==> config.mk <==
export PLATFORM = sky130hd
export DESIGN_NAME = divmod_arbiter
export DESIGN_NICKNAME = d
export VERILOG_FILES = /design/src/rtl/divmod_arbiter.sv
export SDC_FILE = /design/constraint.sdc
export NUM_CORES = 1
export LEC_CHECK = 0
export CAP_MARGIN = 20
export CORE_MARGIN = 2
export CORE_UTILIZATION = 39
export DETAILED_ROUTE_END_ITERATION = 6
export PLACE_DENSITY = 0.92
export SYNTH_ARGS = -nofsm -noshare
export SYNTH_HDL_FRONTEND = slang
export SYNTH_SLANG_ARGS = --single-unit
==> constraint.sdc <==
create_clock -name clk -period 3 [get_ports clk]
set_input_delay 0.45 -clock clk [delete_from_list [all_inputs] [get_ports clk]]
set_output_delay 0.45 -clock clk [all_outputs]
set_load 0.01 [all_outputs]
==> src/rtl/divmod_arbiter.sv <==
// divmod_arbiter
//
// Shares one multi-cycle divmod unit between NREQ requesters. A round-robin
// pointer picks the next requesting client. Its operands are latched and the
// divider is started with a single-cycle go pulse. The block then waits for
// the divider's ready. The quotient, remainder and error go back to the
// owning client with a one-cycle, one-hot done pulse. A watchdog ends the
// wait with an error if the divider never completes.
//
// Ports:
//   clk, rst        clock, synchronous active-high reset
//   req             per-client request level
//   a_in, b_in      packed client dividends / divisors, client i at [i*WIDTH +: WIDTH]
//   done            one-cycle completion pulse, one-hot to the owner
//   res_div/mod     quotient / remainder, valid while done != 0, held afterwards
//   res_error       divide-by-zero or timeout
//   res_timeout     set together with res_error when the watchdog fired
//   res_owner       index of the completing client
//   busy            high whenever the arbiter is not idle
//   dv_go/a/b       to the divider (go is edge-triggered on the divider side)
//   dv_ready/error/div/mod   from the divider
//
// Every output is registered.

module divmod_arbiter #(
    parameter int WIDTH_LOG = 4,
    parameter int NREQ      = 4,
    parameter int TIMEOUT   = 255,
    localparam int WIDTH    = 1 << WIDTH_LOG,
    localparam int IDXW     = 3
) (
    input  logic                  clk,
    input  logic                  rst,
    input  logic [NREQ-1:0]       req,
    input  logic [NREQ*WIDTH-1:0] a_in,
    input  logic [NREQ*WIDTH-1:0] b_in,
    output logic [NREQ-1:0]       done,
    output logic [WIDTH-1:0]      res_div,
    output logic [WIDTH-1:0]      res_mod,
    output logic                  res_error,
    output logic                  res_timeout,
    output logic [IDXW-1:0]       res_owner,
    output logic                  busy,
    output logic                  dv_go,
    output logic [WIDTH-1:0]      dv_a,
    output logic [WIDTH-1:0]      dv_b,
    input  logic                  dv_ready,
    input  logic                  dv_error,
    input  logic [WIDTH-1:0]      dv_div,
    input  logic [WIDTH-1:0]      dv_mod
);

    typedef enum logic [1:0] {
        ST_IDLE  = 2'd0,
        ST_ISSUE = 2'd1,
        ST_WAIT  = 2'd2,
        ST_DONE  = 2'd3
    } state_t;

    localparam logic [IDXW-1:0] LAST_IDX  = IDXW'(NREQ - 1);
    localparam logic [7:0]      TIMEOUT_W = 8'(TIMEOUT);

    // Round-robin pick: the first set request bit at or above the pointer,
    // wrapping around. Rotating {r, r} right by the pointer puts the search
    // start at bit 0, so the loop only needs constant indices.
    function automatic logic [IDXW-1:0] rr_pick(
        input logic [NREQ-1:0] r,
        input logic [IDXW-1:0] p
    );
        logic [2*NREQ-1:0] rot;
        logic              found;
        int                sum;
        rr_pick = p;
        found   = 1'b0;
        rot     = {r, r} >> p;
        for (int i = 0; i < NREQ; i++) begin
            sum = int'(p) + i;
            if (sum >= NREQ) begin
                sum = sum - NREQ;
            end else begin
                sum = sum;
            end
            if (!found && rot[i]) begin
                rr_pick = IDXW'(sum);
                found   = 1'b1;
            end else begin
                found = found;
            end
        end
    endfunction

    // One-hot decode of a client index onto the done vector.
    function automatic logic [NREQ-1:0] owner_onehot(input logic [IDXW-1:0] idx);
        for (int i = 0; i < NREQ; i++) begin
            owner_onehot[i] = (idx == IDXW'(i));
        end
    endfunction

    // Registered state
    state_t            state_r;
    logic [IDXW-1:0]   ptr_r;
    logic [IDXW-1:0]   owner_r;
    logic [7:0]        wdog_r;
    logic [NREQ-1:0]   done_r;
    logic [WIDTH-1:0]  res_div_r;
    logic [WIDTH-1:0]  res_mod_r;
    logic              res_error_r;
    logic              res_timeout_r;
    logic [IDXW-1:0]   res_owner_r;
    logic              busy_r;
    logic              dv_go_r;
    logic [WIDTH-1:0]  dv_a_r;
    logic [WIDTH-1:0]  dv_b_r;

    // Next values
    state_t            state_s;
    logic [IDXW-1:0]   ptr_s;
    logic [IDXW-1:0]   owner_s;
    logic [7:0]        wdog_s;
    logic [NREQ-1:0]   done_s;
    logic [WIDTH-1:0]  res_div_s;
    logic [WIDTH-1:0]  res_mod_s;
    logic              res_error_s;
    logic              res_timeout_s;
    logic [IDXW-1:0]   res_owner_s;
    logic              busy_s;
    logic              dv_go_s;
    logic [WIDTH-1:0]  dv_a_s;
    logic [WIDTH-1:0]  dv_b_s;

    logic [IDXW-1:0]   grant_s;
    logic              grant_ok_s;
    logic              wd_hit_s;

    // A grant needs a pending request and an idle divider. The divider may
    // still be busy after a watchdog abort, so ready is checked here too.
    assign grant_s    = rr_pick(req, ptr_r);
    assign grant_ok_s = dv_ready && (req != {NREQ{1'b0}});
    assign wd_hit_s   = (wdog_r == TIMEOUT_W);

    // State register
    always_ff @(posedge clk) begin
        if (rst) begin
            state_r <= ST_IDLE;
        end else begin
            state_r <= state_s;
        end
    end

    // Next-state logic
    always_comb begin
        state_s = state_r;
        case (state_r)
            ST_IDLE: begin
                if (grant_ok_s) begin
                    state_s = ST_ISSUE;
                end else begin
                    state_s = ST_IDLE;
                end
            end
            ST_ISSUE: begin
                state_s = ST_WAIT;
            end
            ST_WAIT: begin
                if (dv_ready || wd_hit_s) begin
                    state_s = ST_DONE;
                end else begin
                    state_s = ST_WAIT;
                end
            end
            ST_DONE: begin
                state_s = ST_IDLE;
            end
            default: begin
                state_s = ST_IDLE;
            end
        endcase
    end

    // Output logic: next values of all registered outputs. The outputs are
    // computed from the current state so that go and done are high during
    // ISSUE and DONE respectively.
    always_comb begin
        ptr_s         = ptr_r;
        owner_s       = owner_r;
        wdog_s        = wdog_r;
        done_s        = {NREQ{1'b0}};
        res_div_s     = res_div_r;
        res_mod_s     = res_mod_r;
        res_error_s   = res_error_r;
        res_timeout_s = res_timeout_r;
        res_owner_s   = res_owner_r;
        dv_go_s       = 1'b0;
        dv_a_s        = dv_a_r;
        dv_b_s        = dv_b_r;
        case (state_r)
            ST_IDLE: begin
                if (grant_ok_s) begin
                    // Operands are taken once here and never re-read.
                    owner_s = grant_s;
                    dv_a_s  = a_in[int'(grant_s)*WIDTH +: WIDTH];
                    dv_b_s  = b_in[int'(grant_s)*WIDTH +: WIDTH];
                    dv_go_s = 1'b1;
                    if (grant_s == LAST_IDX) begin
                        ptr_s = {IDXW{1'b0}};
                    end else begin
                        ptr_s = grant_s + {{(IDXW-1){1'b0}}, 1'b1};
                    end
                end else begin
                    owner_s = owner_r;
                end
            end
            ST_ISSUE: begin
                wdog_s = 8'd0;
            end
            ST_WAIT: begin
                if (dv_ready) begin
                    res_div_s     = dv_div;
                    res_mod_s     = dv_mod;
                    res_error_s   = dv_error;
                    res_timeout_s = 1'b0;
                    res_owner_s   = owner_r;
                    done_s        = owner_onehot(owner_r);
                end else if (wd_hit_s) begin
                    res_div_s     = {WIDTH{1'b0}};
                    res_mod_s     = {WIDTH{1'b0}};
                    res_error_s   = 1'b1;
                    res_timeout_s = 1'b1;
                    res_owner_s   = owner_r;
                    done_s        = owner_onehot(owner_r);
                end else begin
                    wdog_s = wdog_r + 8'd1;
                end
            end
            ST_DONE: begin
                done_s = {NREQ{1'b0}};
            end
            default: begin
                done_s = {NREQ{1'b0}};
            end
        endcase
        busy_s = (state_s != ST_IDLE);
    end

    // Output and datapath registers
    always_ff @(posedge clk) begin
        if (rst) begin
            ptr_r         <= {IDXW{1'b0}};
            owner_r       <= {IDXW{1'b0}};
            wdog_r        <= 8'd0;
            done_r        <= {NREQ{1'b0}};
            res_div_r     <= {WIDTH{1'b0}};
            res_mod_r     <= {WIDTH{1'b0}};
            res_error_r   <= 1'b0;
            res_timeout_r <= 1'b0;
            res_owner_r   <= {IDXW{1'b0}};
            busy_r        <= 1'b0;
            dv_go_r       <= 1'b0;
            dv_a_r        <= {WIDTH{1'b0}};
            dv_b_r        <= {WIDTH{1'b0}};
        end else begin
            ptr_r         <= ptr_s;
            owner_r       <= owner_s;
            wdog_r        <= wdog_s;
            done_r        <= done_s;
            res_div_r     <= res_div_s;
            res_mod_r     <= res_mod_s;
            res_error_r   <= res_error_s;
            res_timeout_r <= res_timeout_s;
            res_owner_r   <= res_owner_s;
            busy_r        <= busy_s;
            dv_go_r       <= dv_go_s;
            dv_a_r        <= dv_a_s;
            dv_b_r        <= dv_b_s;
        end
    end

    assign done        = done_r;
    assign res_div     = res_div_r;
    assign res_mod     = res_mod_r;
    assign res_error   = res_error_r;
    assign res_timeout = res_timeout_r;
    assign res_owner   = res_owner_r;
    assign busy        = busy_r;
    assign dv_go       = dv_go_r;
    assign dv_a        = dv_a_r;
    assign dv_b        = dv_b_r;

endmodule

-- Yosys cells after proc, flatten, opt, wreduce, memory -nomap -nowiden
Index checks and enable logic that the tools add are counted.
- output and inout bits: 75
- register bits after elaboration: 91
- logic and storage cells: 90
- input port bits: 168
- bitwise logic cells: 2
- add/subtract/negate cells: 9
- equal/unequal tests: 10
- muxes and demuxes: 29
- shift-type cells: 3
- reductions and logical operators: 19
- order comparisons: 4
- operators with widths (kind ; number):
    64-bit by 8-bit indexed part select with 16-bit output ; 2
    16-bit 2-to-1 mux ; 3
    3-bit 2-to-1 mux ; 11
    8-bit 2-to-1 mux ; 2
    8-bit case mux with 2 select lines ; 1
    4-bit by 3-bit >= comparator with 1-bit output (second input constant) ; 3
    3-bit subtractor (second input constant) ; 4
    3-bit by 2-bit equality test with 1-bit output (second input constant) ; 3
    1-bit 2-to-1 mux ; 9
    3-bit by 2-bit adder with 4-bit output (second input constant) ; 2
    8-bit by 1-bit adder with 8-bit output (second input constant) ; 1
    8-bit equality test (second input constant) ; 1
    4-bit 2-to-1 mux ; 2
    2-bit case mux with 4 select lines ; 1
    8-bit by 3-bit right shift with 4-bit output ; 1
    2-bit nonzero test ; 3
    3-bit by 1-bit adder with 4-bit output (second input constant) ; 1
    2-bit equality test (second input constant) ; 2
    1-bit logical AND ; 4
    2-bit != test (second input constant) ; 2
    2-bit AND reduction ; 2
    4-bit nonzero test ; 1
    2-bit OR reduction ; 2
    3-bit by 1-bit adder with 3-bit output (second input constant) ; 1
    other kinds (9) ; 12

-- Depth between registers and ports, before layout
- depth in word-level cells: 13
- mapped depth: 11
- mapped depth without buffers: 7

-- Least setup slack after synthesis
OpenSTA, ideal clock, no wires.
- kind: in2reg
- start: input req[2]
- end: register dv_a_r[0] (netlist: dv_a[0])
- data arrival time: 2429 ps
- setup time: 138 ps
- path buffers: 3
- stages on the path: 9
- data required time: 2862 ps
- slack: 433 ps
- path through: clkbuf_1 -> mux2i_1 -> or4_4 -> a21o_4 -> a211oi_4 -> buf_6 -> buf_8 -> mux2i_1 -> o221ai_1
- longest elaborated chain between the ends: 12
- elaborated cells on any way between the ends: 18
- classes of those cells: 2 x shift; 7 x mux; 9 x reduce/logical
- ends and longest elaborated chain (item ; line ; RTL):
    start, declared ; 34 ; input logic [NREQ-1:0] req,
    8-bit by 3-bit right shift with 4-bit output ; 75 ; rot = {r, r} >> p;
    1-bit 2-to-1 mux ; 83 ; if (!found && rot[i]) begin
    1-bit logical NOT ; 83 ;
    1-bit logical AND ; 83 ;
    1-bit 2-to-1 mux ; 83 ;
    1-bit logical NOT ; 83 ;
    1-bit logical AND ; 83 ;
    1-bit 2-to-1 mux ; 83 ;
    1-bit logical NOT ; 83 ;
    1-bit logical AND ; 83 ;
    3-bit 2-to-1 mux ; 83 ;
    64-bit by 8-bit indexed part select with 16-bit output ; 201 ; dv_a_s = a_in[int'(grant_s)*WIDTH +: WIDTH];
    end signal, assigned ; 259 ; dv_a_r <= {WIDTH{1'b0}};
    end signal, assigned ; 273 ; dv_a_r <= dv_a_s;
    end, declared ; 112 ; logic [WIDTH-1:0] dv_a_r;
Several ways; a longest one is shown, not always the timed one.
A chain may end at the register's enable or synchronous reset.

-- Worst setup path after layout
- start: input req[0]
- end: register dv_a_r[0] (netlist: dv_a[0])
Same word-level chain as after synthesis.

==> reports/qor.yml <==
crit_type: "in2reg"
syn-cell-area_um2: 4330
ys.flop_type: "dfxtp_1"
fillers: 828
ant_nets: 0
end_kind: "register"
coreArea_um2: 10800
slowest_stage: "or4_4"
synth_edf_count: 0
grtUsageTotal_pct: 21.5
clk_latency_ns: 0.36
total_power_mw: 3.75
slew_violations: 0
cts_tree: "done"
top_level_ports: 243
setup-violations-final: 0
r2r_end: "dv_a[0]"
period_share_pct: 91.7
crit_path_start_kind: "input pin"
drc: 0
worst_ep_arrival_time_ns: 3.00
nets: 883
antenna_found_initial: 0
finalHoldViolCount: 0
vdd_drop_max_v: 0.000320
clkTransAtPathRegs_ns: 0.10
dieWidth_um: 109
syn_nets: 633
clock_path_buffers: 2
synth_cell_type_count: 51
synthTopCellsByArea: "dfxtp_1 (42%), mux2i_1 (16%), o221ai_1 (6.5%), a22oi_1 (5.5%), nor2_1 (4.8%)"
initial_core_util_pct: 40.0
yosysWarnings: 0
rows: 38
grt_max_degree: 52
yosys.area.top_type: "dfxtp_1"
htreeDepth: 3
synth_top_area_share_pct: 42.0
cts-root-buf: "clkbuf_8"
cts_buffers: 9
die_h_um: 109
r2r_setup_slack_ns: 0.31
area_growth_pct: 67.0
grt-ovfl-total: 0
die-area_um2: 12000
cp_max_fo: 22
dpl.hpwl_mm: 10.6
grt_pass1_wl_mm: 20.5
drt_iter0_drc: 236
synth_common_cells: "dfxtp_1 (91), mux2i_1 (70), nor2_1 (55)"
numPortBuffers: 242
dp_slack_ns: -0.136
p_leak_nw: 2.81
min_path_type: "in2reg"
crit-reg2reg-launch: "ptr_r[0]"
max_freq_mhz: 363
hold_start: "rst"
power_density_nw_per_um2: 518
dr_total_vias: 4519
worst-path-buf-inv: 3
dr.pass1.iters: 7
postSynthAreaPerCell_um2: 9.44
n_antenna_cell: 0
routed_via_density: 5.29
synthArstFlopShare_pct: 0
worst-path-stages: 9
min_to: "dv_go"
yosysSeqAreaShare_pct: 42.0
critPathTopFamily: "buffers and inverters"
cpPeakStageDelay_ns: 0.54
crit_start: "req[0]"
max-slew-margin-rel_pct: 56.0
status: "complete, no violations"
drive_above_1_share_pct: 8.26
cts-resized-gates: 0
postCtsSetupRepairBufs: 0
numClockSinks: 91
maxCapViolCount: 0
synth_seq_cells: 91
fin_skew_ns: 0.0133
netlist_instances: 459
synthMostInstantiatedCell: "dfxtp_1"
postCtsHoldBufs: 0
wire_per_inst_um: 15.7
cp.required_ns: 3.25
hold_path_depth: 2
period_needed_ns: 2.75
worst_slack_ns: 0.249
ff2ff_path_depth: 8
wl_mm: 13.4
finalWeightedCongestion: 0.868
worst_pin_slew_ns: 0.651
crit_chain: "clkdlybuf4s50_1 -> and2_1 -> or4_4 -> a21o_4 -> a211oi_4 -> buf_12 -> mux2i_1 -> buf_4 -> o221ai_1"
grt_pass1_vias: 4424
rsz0062_at_grt: "no"
==> through the flow <==
| step | util, % | setup TNS (ns) | cell area [um^2] | hold slack (ns) | instances |
|---|---|---|---|---|---|
| after floorplan | - | 0 | 4330 | 0.460 | 459 |
| after global placement | 64.9 | -0.0665 | 7040 | 0.446 | 838 |
| after detailed placement | 64.9 | -0.980 | 7040 | 0.450 | 838 |
| after CTS | 66.8 | 0 | 7240 | 0.364 | 854 |
| after global routing | 66.8 | 0 | 7240 | 0.376 | 854 |
| final | 66.8 | 0 | 7240 | 0.402 | 854 |
==> layer usage <==
layer | vias up | track usage [%] | part of all wire, %
li1 | 2192 | - | -
met1 | 2099 | 22.7 | 37
met5 | - | 0 | 0
met4 | 0 | 5.97 | 2.3
met2 | 202 | 41.5 | 54
met3 | 26 | 5.63 | 7.2
==> placed cells by master (no fill, tap or decap), drive strengths merged, types with 3 or more instances in the layout <==
cell type,n
o211a,3
a22oi,32
a2111oi,3
inv,13
nor3b,3
ha,6
nor2,55
mux2i,70
clkinv,4
and3,3
dfxtp,91
o21ai,7
and2,5
buf,33
nor3,5
nand3,6
o221ai,32
nand2,41
nand2b,5
clkbuf,9
xnor2,4
a21oi,11
and3b,4
clkdlybuf4s50,241
a211oi,3
==> power breakdown <==
| part | leakage [nW] | internal [mW] | switching [mW] | total, mW |
|---|---|---|---|---|
| clock | 0.102 | 0.330 | 0.488 | 0.818 |
| sequential | 0.740 | 1.33 | 0.0743 | 1.40 |
| combinational | 1.97 | 0.868 | 0.662 | 1.53 |
==> area by class of cell <==
| type | count | area (um^2) | area share [%] |
|---|---|---|---|
| clock buffer | 9 | 124 | 1.71 |
| multi-input combinational | 323 | 2310 | 31.9 |
| sequential | 91 | 1820 | 25.2 |
| inverter | 10 | 37.5 | 0.519 |
| clock inverter | 7 | 78.8 | 1.09 |
| tap | 140 | 175 | 2.42 |
| timing repair buffer | 274 | 2700 | 37.2 |
==> state kept, by name (all words and copies together) (netlist names), 2 cells and up <==
| register | flops |
|---|---|
| done | 4 |
| dv_a | 16 |
| dv_b | 16 |
| owner_r | 3 |
| ptr_r | 3 |
| res_div | 16 |
| res_mod | 16 |
| res_owner | 3 |
| state_r | 2 |
| wdog_r | 8 |
==> how the worst max path moves through the flow <==
stage | to | slack, ns
after floorplan | dv_a[0] | 0.43
after global placement | dv_a[0] | -0.07
after detailed placement | dv_a[0] | -0.14
after CTS | dv_a[0] | 0.27
after global routing | dv_b[12] | 0.15
final | dv_a[0] | 0.25
==> cells by family (layout without fill, tap and decap cells) <==
group                      count (synthesis)  count (layout)  synth area share [%]
muxes                                     70              70                  16.2
DFF                                       91              91                  42.0
and+or+nand+nor                          136             136                  14.5
AOI/OAI and AO/OA                        105             105                  19.3
adders and majority gates                  6               6                  1.73
xor gates and xnor gates                   6               6                  1.21
buffers and inverters                     45             300                  5.14
Power figures use the tool's default switching activity.
